[config.mk]
export PLATFORM = sky130hd
export DESIGN_NAME = store_alignment
export DESIGN_NICKNAME = d
export VERILOG_FILES = /design/src/rtl/store_alignment.sv
export SDC_FILE = /design/constraint.sdc
export NUM_CORES = 1
export LEC_CHECK = 0
export CAP_MARGIN = 20
export CORE_MARGIN = 8
export CORE_UTILIZATION = 25
export DETAILED_ROUTE_END_ITERATION = 7
export PLACE_DENSITY = 0.55
export SETUP_SLACK_MARGIN = 0.3
export SLEW_MARGIN = 30
export SYNTH_ARGS = -nofsm -noshare
export SYNTH_HDL_FRONTEND = slang
export SYNTH_SLANG_ARGS = --single-unit
[constraint.sdc]
create_clock -name clk -period 2.2 [get_ports clk]
set_input_delay 0.55 -clock clk [delete_from_list [all_inputs] [get_ports clk]]
set_output_delay 0.55 -clock clk [all_outputs]
set_load 0.01 [all_outputs]
[src/rtl/store_alignment.sv]
// Store aligner: lane-shifts SB/SH/SW data into a word-aligned write beat with byte strobes.
// Optional macro STORE_SPLIT_MISALIGNED_EN: word-crossing SH/SW become two beats instead of being rejected.

`ifndef STORE_OP_WIDTH
`define STORE_OP_WIDTH 2
`endif
`ifndef STORE_OP_SB
`define STORE_OP_SB 2'd0
`endif
`ifndef STORE_OP_SH
`define STORE_OP_SH 2'd1
`endif
`ifndef STORE_OP_SW
`define STORE_OP_SW 2'd2
`endif

module store_alignment (
  input  logic                       clk,
  input  logic                       rst,
  input  logic                       req_valid,
  output logic                       req_ready,
  input  logic [31:0]                req_addr,
  input  logic [`STORE_OP_WIDTH-1:0] req_op,
  input  logic [31:0]                req_data,
  output logic                       mem_valid,
  input  logic                       mem_ready,
  output logic [31:0]                mem_addr,
  output logic [31:0]                mem_wdata,
  output logic [3:0]                 mem_wstrb,
  output logic                       done,
  output logic                       misaligned_err
);

`ifdef STORE_SPLIT_MISALIGNED_EN
  typedef enum logic [1:0] {
    ST_IDLE  = 2'd0,
    ST_BEAT0 = 2'd1,
    ST_BEAT1 = 2'd2,
    ST_RESP  = 2'd3
  } state_t;
`else
  typedef enum logic [1:0] {
    ST_IDLE  = 2'd0,
    ST_BEAT0 = 2'd1,
    ST_RESP  = 2'd3
  } state_t;
`endif

  state_t      state_r;
  state_t      state_s;

  logic        req_ready_r;
  logic        req_ready_s;
  logic        mem_valid_r;
  logic        mem_valid_s;
  logic [31:0] mem_addr_r;
  logic [31:0] mem_addr_s;
  logic [31:0] mem_wdata_r;
  logic [31:0] mem_wdata_s;
  logic [3:0]  mem_wstrb_r;
  logic [3:0]  mem_wstrb_s;
  logic        done_r;
  logic        done_s;
  logic        err_r;
  logic        err_s;

  logic        accept_s;
  logic [1:0]  lane_k_s;
  logic        op_known_s;
  logic [31:0] base_data_s;
  logic [3:0]  base_strb_s;
  logic [7:0]  strb_wide_s;
  logic        crosses_s;
  logic        reject_s;
  logic [31:0] beat0_wdata_s;

  // Operand width: low-lane data and strobe pattern before the lane shift.
  always_comb begin
    op_known_s  = 1'b1;
    base_data_s = 32'h0000_0000;
    base_strb_s = 4'b0000;
    case (req_op)
      `STORE_OP_SB: begin
        base_data_s = {24'h00_0000, req_data[7:0]};
        base_strb_s = 4'b0001;
      end
      `STORE_OP_SH: begin
        base_data_s = {16'h0000, req_data[15:0]};
        base_strb_s = 4'b0011;
      end
      `STORE_OP_SW: begin
        base_data_s = req_data;
        base_strb_s = 4'b1111;
      end
      default: begin
        op_known_s  = 1'b0;
        base_data_s = 32'h0000_0000;
        base_strb_s = 4'b0000;
      end
    endcase
  end

  // Strobes shifted into an 8-lane window: the upper nibble is what spills into the next word.
  assign lane_k_s    = req_addr[1:0];
  assign strb_wide_s = {4'b0000, base_strb_s} << lane_k_s;
  assign crosses_s   = |strb_wide_s[7:4];
  assign accept_s    = req_valid & req_ready_r;

`ifdef STORE_SPLIT_MISALIGNED_EN
  logic [63:0] data_wide_s;
  logic        split_r;
  logic [31:0] beat1_wdata_r;
  logic [3:0]  beat1_strb_r;

  assign data_wide_s   = {32'h0000_0000, base_data_s} << {lane_k_s, 3'b000};
  assign beat0_wdata_s = data_wide_s[31:0];
  assign reject_s      = ~op_known_s;
`else
  assign beat0_wdata_s = base_data_s << {lane_k_s, 3'b000};
  assign reject_s      = ~op_known_s | crosses_s;
`endif

  // Next-state sequencing of the write transaction.
  always_comb begin
    state_s = state_r;
    case (state_r)
      ST_IDLE: begin
        if (accept_s) begin
          if (reject_s) begin
            state_s = ST_RESP;
          end else begin
            state_s = ST_BEAT0;
          end
        end else begin
          state_s = ST_IDLE;
        end
      end
      ST_BEAT0: begin
        if (mem_ready) begin
`ifdef STORE_SPLIT_MISALIGNED_EN
          if (split_r) begin
            state_s = ST_BEAT1;
          end else begin
            state_s = ST_RESP;
          end
`else
          state_s = ST_RESP;
`endif
        end else begin
          state_s = ST_BEAT0;
        end
      end
`ifdef STORE_SPLIT_MISALIGNED_EN
      ST_BEAT1: begin
        if (mem_ready) begin
          state_s = ST_RESP;
        end else begin
          state_s = ST_BEAT1;
        end
      end
`endif
      ST_RESP: begin
        state_s = ST_IDLE;
      end
      default: begin
        state_s = ST_IDLE;
      end
    endcase
  end

  // Next values of the registered outputs, derived from the transition being taken.
  always_comb begin
    req_ready_s = (state_s == ST_IDLE);
`ifdef STORE_SPLIT_MISALIGNED_EN
    mem_valid_s = (state_s == ST_BEAT0) | (state_s == ST_BEAT1);
`else
    mem_valid_s = (state_s == ST_BEAT0);
`endif
    done_s      = 1'b0;
    err_s       = 1'b0;
    mem_addr_s  = mem_addr_r;
    mem_wdata_s = mem_wdata_r;
    mem_wstrb_s = mem_wstrb_r;
    if (state_s == ST_RESP) begin
      // RESP straight from IDLE only happens for a rejected request.
      if (state_r == ST_IDLE) begin
        err_s = 1'b1;
      end else begin
        done_s = 1'b1;
      end
      mem_wdata_s = 32'h0000_0000;
      mem_wstrb_s = 4'b0000;
    end else if ((state_r == ST_IDLE) && (state_s == ST_BEAT0)) begin
      mem_addr_s  = {req_addr[31:2], 2'b00};
      mem_wdata_s = beat0_wdata_s;
      mem_wstrb_s = strb_wide_s[3:0];
    end
`ifdef STORE_SPLIT_MISALIGNED_EN
    else if ((state_r == ST_BEAT0) && (state_s == ST_BEAT1)) begin
      mem_addr_s  = mem_addr_r + 32'd4;
      mem_wdata_s = beat1_wdata_r;
      mem_wstrb_s = beat1_strb_r;
    end
`endif
    else begin
      mem_addr_s  = mem_addr_r;
      mem_wdata_s = mem_wdata_r;
      mem_wstrb_s = mem_wstrb_r;
    end
  end

  // State and output registers; reset drops any beat in flight.
  always_ff @(posedge clk or posedge rst) begin
    if (rst) begin
      state_r     <= ST_IDLE;
      req_ready_r <= 1'b1;
      mem_valid_r <= 1'b0;
      mem_addr_r  <= 32'h0000_0000;
      mem_wdata_r <= 32'h0000_0000;
      mem_wstrb_r <= 4'b0000;
      done_r      <= 1'b0;
      err_r       <= 1'b0;
    end else begin
      state_r     <= state_s;
      req_ready_r <= req_ready_s;
      mem_valid_r <= mem_valid_s;
      mem_addr_r  <= mem_addr_s;
      mem_wdata_r <= mem_wdata_s;
      mem_wstrb_r <= mem_wstrb_s;
      done_r      <= done_s;
      err_r       <= err_s;
    end
  end

`ifdef STORE_SPLIT_MISALIGNED_EN
  // Second-beat lanes captured at accept so the beat0->beat1 step is a plain register move.
  always_ff @(posedge clk or posedge rst) begin
    if (rst) begin
      split_r       <= 1'b0;
      beat1_wdata_r <= 32'h0000_0000;
      beat1_strb_r  <= 4'b0000;
    end else if (accept_s) begin
      split_r       <= crosses_s;
      beat1_wdata_r <= data_wide_s[63:32];
      beat1_strb_r  <= strb_wide_s[7:4];
    end
  end
`endif

  assign req_ready      = req_ready_r;
  assign mem_valid      = mem_valid_r;
  assign mem_addr       = mem_addr_r;
  assign mem_wdata      = mem_wdata_r;
  assign mem_wstrb      = mem_wstrb_r;
  assign done           = done_r;
  assign misaligned_err = err_r;

endmodule

==> impl_results.rst <==
.. list-table::
   :header-rows: 1

   * - Metric
     - Value
   * - Mean number of vias per cell
     - 4.68
   * - Startpoint of the worst register-to-register path
     - state_r[0]$_DFF_PP0_
   * - Library cell appearing most often on the critical path
     - sky130_fd_sc_hd__buf_6
   * - NumNets Final
     - 527
   * - Crit. End Element
     - flip-flop
   * - Crit path buffers/inverters
     - 5
   * - Most common cell after layout, fill and taps aside
     - sky130_fd_sc_hd__clkdlybuf4s50_1
   * - Clock transition time at the flip-flop clock pins of the worst setup and hold paths
     - 60 ps
   * - Buffers added on ports
     - 139
   * - Hold-fix buffers, CTS
     - 0
   * - Largest net degree at the start of global routing
     - 73
   * - Detailed Route Iter0 Violations
     - 200
   * - Via total after detailed routing
     - 2960
   * - Root buffer cell
     - sky130_fd_sc_hd__clkbuf_16
   * - Cell family contributing the most delay on the critical path
     - buffers and inverters
   * - Clock tree from TritonCTS
     - done
   * - Worst-case register-to-register setup slack
     - 470 ps
   * - GRT Resource Usage Total
     - 0.138
   * - Post-synthesis async set-or-reset flop share
     - 1.00
   * - Cell chain of the critical path
     - buf_8, buf_6, ha_4, a21oi_4, o311ai_4, nor2_4, buf_6, buf_6, buf_16, mux2_4
   * - DP Area
     - 5100 um2
   * - Static Leak
     - 2.46 nW
   * - Unrepaired setup endpoints after global routing
     - yes
   * - Crit-path slowest cell
     - sky130_fd_sc_hd__mux2_4
   * - Worst IR Drop VDD
     - 323 uV
   * - Initial DRT Pass Iterations
     - 6
   * - Fill cell total of the finished layout
     - 1239
   * - Average cell area after synthesis
     - 12.0 um2
   * - Die span in x
     - 132 um
   * - Capture instance of the worst register-to-register path
     - mem_addr[14]$_DFFE_PP0P_
   * - Required time at the endpoint of the critical path
     - 2410 ps
   * - Core footprint
     - 13200 um2
   * - Worst slack at placement
     - -420 ps
   * - Number of synthesized flops with an enable pin
     - 0
   * - Power density normalized to cell area
     - 1000 nW/um2
   * - Fraction of layout cells with a size suffix above 1
     - 0.284
   * - Diodes inserted
     - 0
   * - Number of global-route vias before repair
     - 3183
   * - Total half-perimeter wirelength after legalization and detailed placement
     - 8.33 mm
   * - Routed Antenna Nets
     - 0
   * - Total die area
     - 17400 um2
   * - Yosys reg bits
     - 72
   * - Prevailing post-synth register cell
     - sky130_fd_sc_hd__dfrtp_1
   * - Number of hold-slack violations in the final timing report
     - 0
   * - Gpl congestion
     - 0.833
   * - Number of levels in the clock H-tree
     - 3
   * - Hold path startpoint
     - mem_wstrb[1]$_DFFE_PP0P_
   * - # setup viols final
     - 0
   * - Average detailed-routed wire length per instance
     - 19.0 um
   * - Highest clock frequency the design can meet
     - 0.523 GHz
   * - Commonest cells after routing, fill and taps aside
     - sky130_fd_sc_hd__clkdlybuf4s50_1, sky130_fd_sc_hd__dfrtp_1, sky130_fd_sc_hd__nand2_1
   * - Outcome
     - finished, final reports clean
   * - Effective utilization at floorplan
     - 0.255
   * - Maximum Capacitance Violations
     - 0
   * - Synthesized instance count
     - 281
   * - Slew Viols, Final
     - 0
   * - Arr. time, crit path
     - 2120 ps
   * - Die height
     - 132 um
   * - Cts bufs inserted
     - 9
   * - Global-route wire length before repair
     - 19.0 mm
   * - Yosys Warn Count
     - 0
   * - Worst Setup Path Type
     - in2reg
   * - Routed wire length
     - 12.0 mm
   * - Number of cell rows
     - 42
   * - Global route total overflow
     - 0
   * - Nature of the critical path startpoint
     - input port
   * - Worst-Skew Late Latency
     - 320 ps
   * - Buffers from clock root to sink, at most
     - 2
   * - Final period util
     - 0.870
   * - Number of distinct library cell variants in the gate-level netlist after synthesis
     - 42
   * - Number of antenna violations at the first check in global routing
     - 0
   * - IO Pins
     - 142
   * - CP Max Fanout
     - 8
   * - CP peak stage delay
     - 300 ps
   * - Crit path setup slack, layout
     - 287 ps
   * - Area growth from synthesis to layout
     - 75.8%
   * - Post-route clock skew
     - 6.16 ps
   * - Length in cells of the worst reg-to-reg path
     - 7
   * - Destination of the worst hold path
     - mem_wstrb[1]$_DFFE_PP0P_
   * - TritonCTS sink count
     - 72
   * - Portion of the post-synthesis area used by sequential elements
     - 0.536
   * - Residual DRC count
     - 0
   * - Final instance area
     - 5910 um2
   * - Clock period minus final worst setup slack
     - 1910 ps
   * - Post-synthesis cell area
     - 3360 um2
   * - Type of the tightest min-delay check
     - reg2reg
   * - Number of instances on the worst hold path
     - 2
## worst reg2reg max path: stages, from the launching register on
cell	delay, ps
sky130_fd_sc_hd__dfrtp_1	420
sky130_fd_sc_hd__nor2_1	140
sky130_fd_sc_hd__nand3_2	130
sky130_fd_sc_hd__nor2_4	220
sky130_fd_sc_hd__buf_6	160
sky130_fd_sc_hd__buf_6	110
sky130_fd_sc_hd__buf_16	140
sky130_fd_sc_hd__mux2_4	310
## synthesized netlist by cell type, types with 2 or more instances
library cell / count / share of area
sky130_fd_sc_hd__ha_1: 5 / 0.019
sky130_fd_sc_hd__nand3_1: 2 / 0.0030
sky130_fd_sc_hd__a22oi_1: 16 / 0.036
sky130_fd_sc_hd__a22o_1: 9 / 0.023
sky130_fd_sc_hd__clkbuf_2: 2 / 0.0030
sky130_fd_sc_hd__a32o_1: 8 / 0.024
sky130_fd_sc_hd__nand3b_1: 2 / 0.0045
sky130_fd_sc_hd__nor2b_1: 2 / 0.0037
sky130_fd_sc_hd__o21ai_1: 16 / 0.024
sky130_fd_sc_hd__buf_6: 4 / 0.013
sky130_fd_sc_hd__nand2_1: 34 / 0.038
sky130_fd_sc_hd__inv_1: 5 / 0.0056
sky130_fd_sc_hd__o21ai_0: 12 / 0.018
sky130_fd_sc_hd__clkbuf_1: 6 / 0.0067
sky130_fd_sc_hd__nor2_1: 7 / 0.0078
sky130_fd_sc_hd__mux2_4: 5 / 0.022
sky130_fd_sc_hd__mux2_2: 33 / 0.11
sky130_fd_sc_hd__or2_1: 2 / 0.0037
sky130_fd_sc_hd__buf_4: 5 / 0.011
sky130_fd_sc_hd__a222oi_1: 8 / 0.024
sky130_fd_sc_hd__o21a_1: 2 / 0.0045
sky130_fd_sc_hd__buf_2: 6 / 0.0089
sky130_fd_sc_hd__dfrtp_1: 71 / 0.53
## routing by layer
layer / global-route usage / share of wire / vias to the layer above
met2: 0.224 / 0.48 / 126
met3: 0.0488 / 0.082 / 9
li1: - / - / 1364
met1: 0.170 / 0.43 / 1461
met4: 0.0357 / 0.0088 / 0
met5: 0 / 0 / -
## layout make-up
type | count | area [um2] | area share
clock buffer | 13 | 260 | 0.0441
inverter | 5 | 30.0 | 0.00508
sequential | 72 | 1800 | 0.305
tap | 176 | 220 | 0.0373
timing repair buffer | 183 | 1940 | 0.328
clock inverter | 3 | 42.5 | 0.00720
multi-input combinational | 181 | 1620 | 0.273
## flip-flops by register name, indices dropped and copies added (netlist names)
register and count:
mem_wdata 32, mem_addr 30, mem_wstrb 4, state_r 2, done 1, mem_valid 1
misaligned_err 1, req_ready 1
## kinds of logic (layout without fill, tap and decap cells)
kind of cell / Yosys count / in the layout / synth area share
compound gates: 77 / 77 / 0.174
simple gates: 59 / 59 / 0.0875
fa+ha+maj: 5 / 5 / 0.0186
other cells: 1 / 2 / 0.00112
buf+inv: 29 / 204 / 0.0499
flops: 72 / 72 / 0.536
mux: 38 / 38 / 0.133
## per-stage QoR
step / setup TNS, ps / util / power, mW / cells / hold slack (ps)
2_1_floorplan: 0 / - / 2.89 / 282 / 446
3_3_place_gp: -19680 / 0.387 / 4.10 / 600 / 466
3_5_place_dp: -22840 / 0.387 / 4.13 / 600 / 470
4_1_cts: 0 / 0.440 / 5.93 / 631 / 481
5_1_grt: 0 / 0.448 / 6.22 / 633 / 500
6_report: 0 / 0.448 / 5.91 / 633 / 476
## how the worst max path moves through the flow
stage,startpoint,end,slack [ps],cells after the start
floorplan,req_op[0],mem_wdata[24]$_DFFE_PP0P_,240,7
global placement,req_op[0],mem_addr[10]$_DFFE_PP0P_,-350,8
detailed placement,req_op[1],mem_wdata[16]$_DFFE_PP0P_,-420,8
CTS,req_op[1],mem_wdata[30]$_DFFE_PP0P_,240,8
global route,req_op[1],mem_addr[17]$_DFFE_PP0P_,220,10
finish,req_op[1],mem_addr[14]$_DFFE_PP0P_,290,10
## where the power goes
part	internal [mW]	leakage (nW)	switching (mW)
Clock	0.939	0.146	0.538
Combinational	1.50	1.38	0.945
Sequential	1.74	0.936	0.235
Total	4.19	2.46	1.72
## timing repair
item                                    4_1_cts  5_1_grt
endpoints found under the hold margin         0        0
endpoints found under the setup margin       68       63
resized for setup                            62       23
cloned                                        2        0
setup buffers                                13        2
pin swaps                                    10       11
Note: power is estimated with default switching activity, not from simulation.
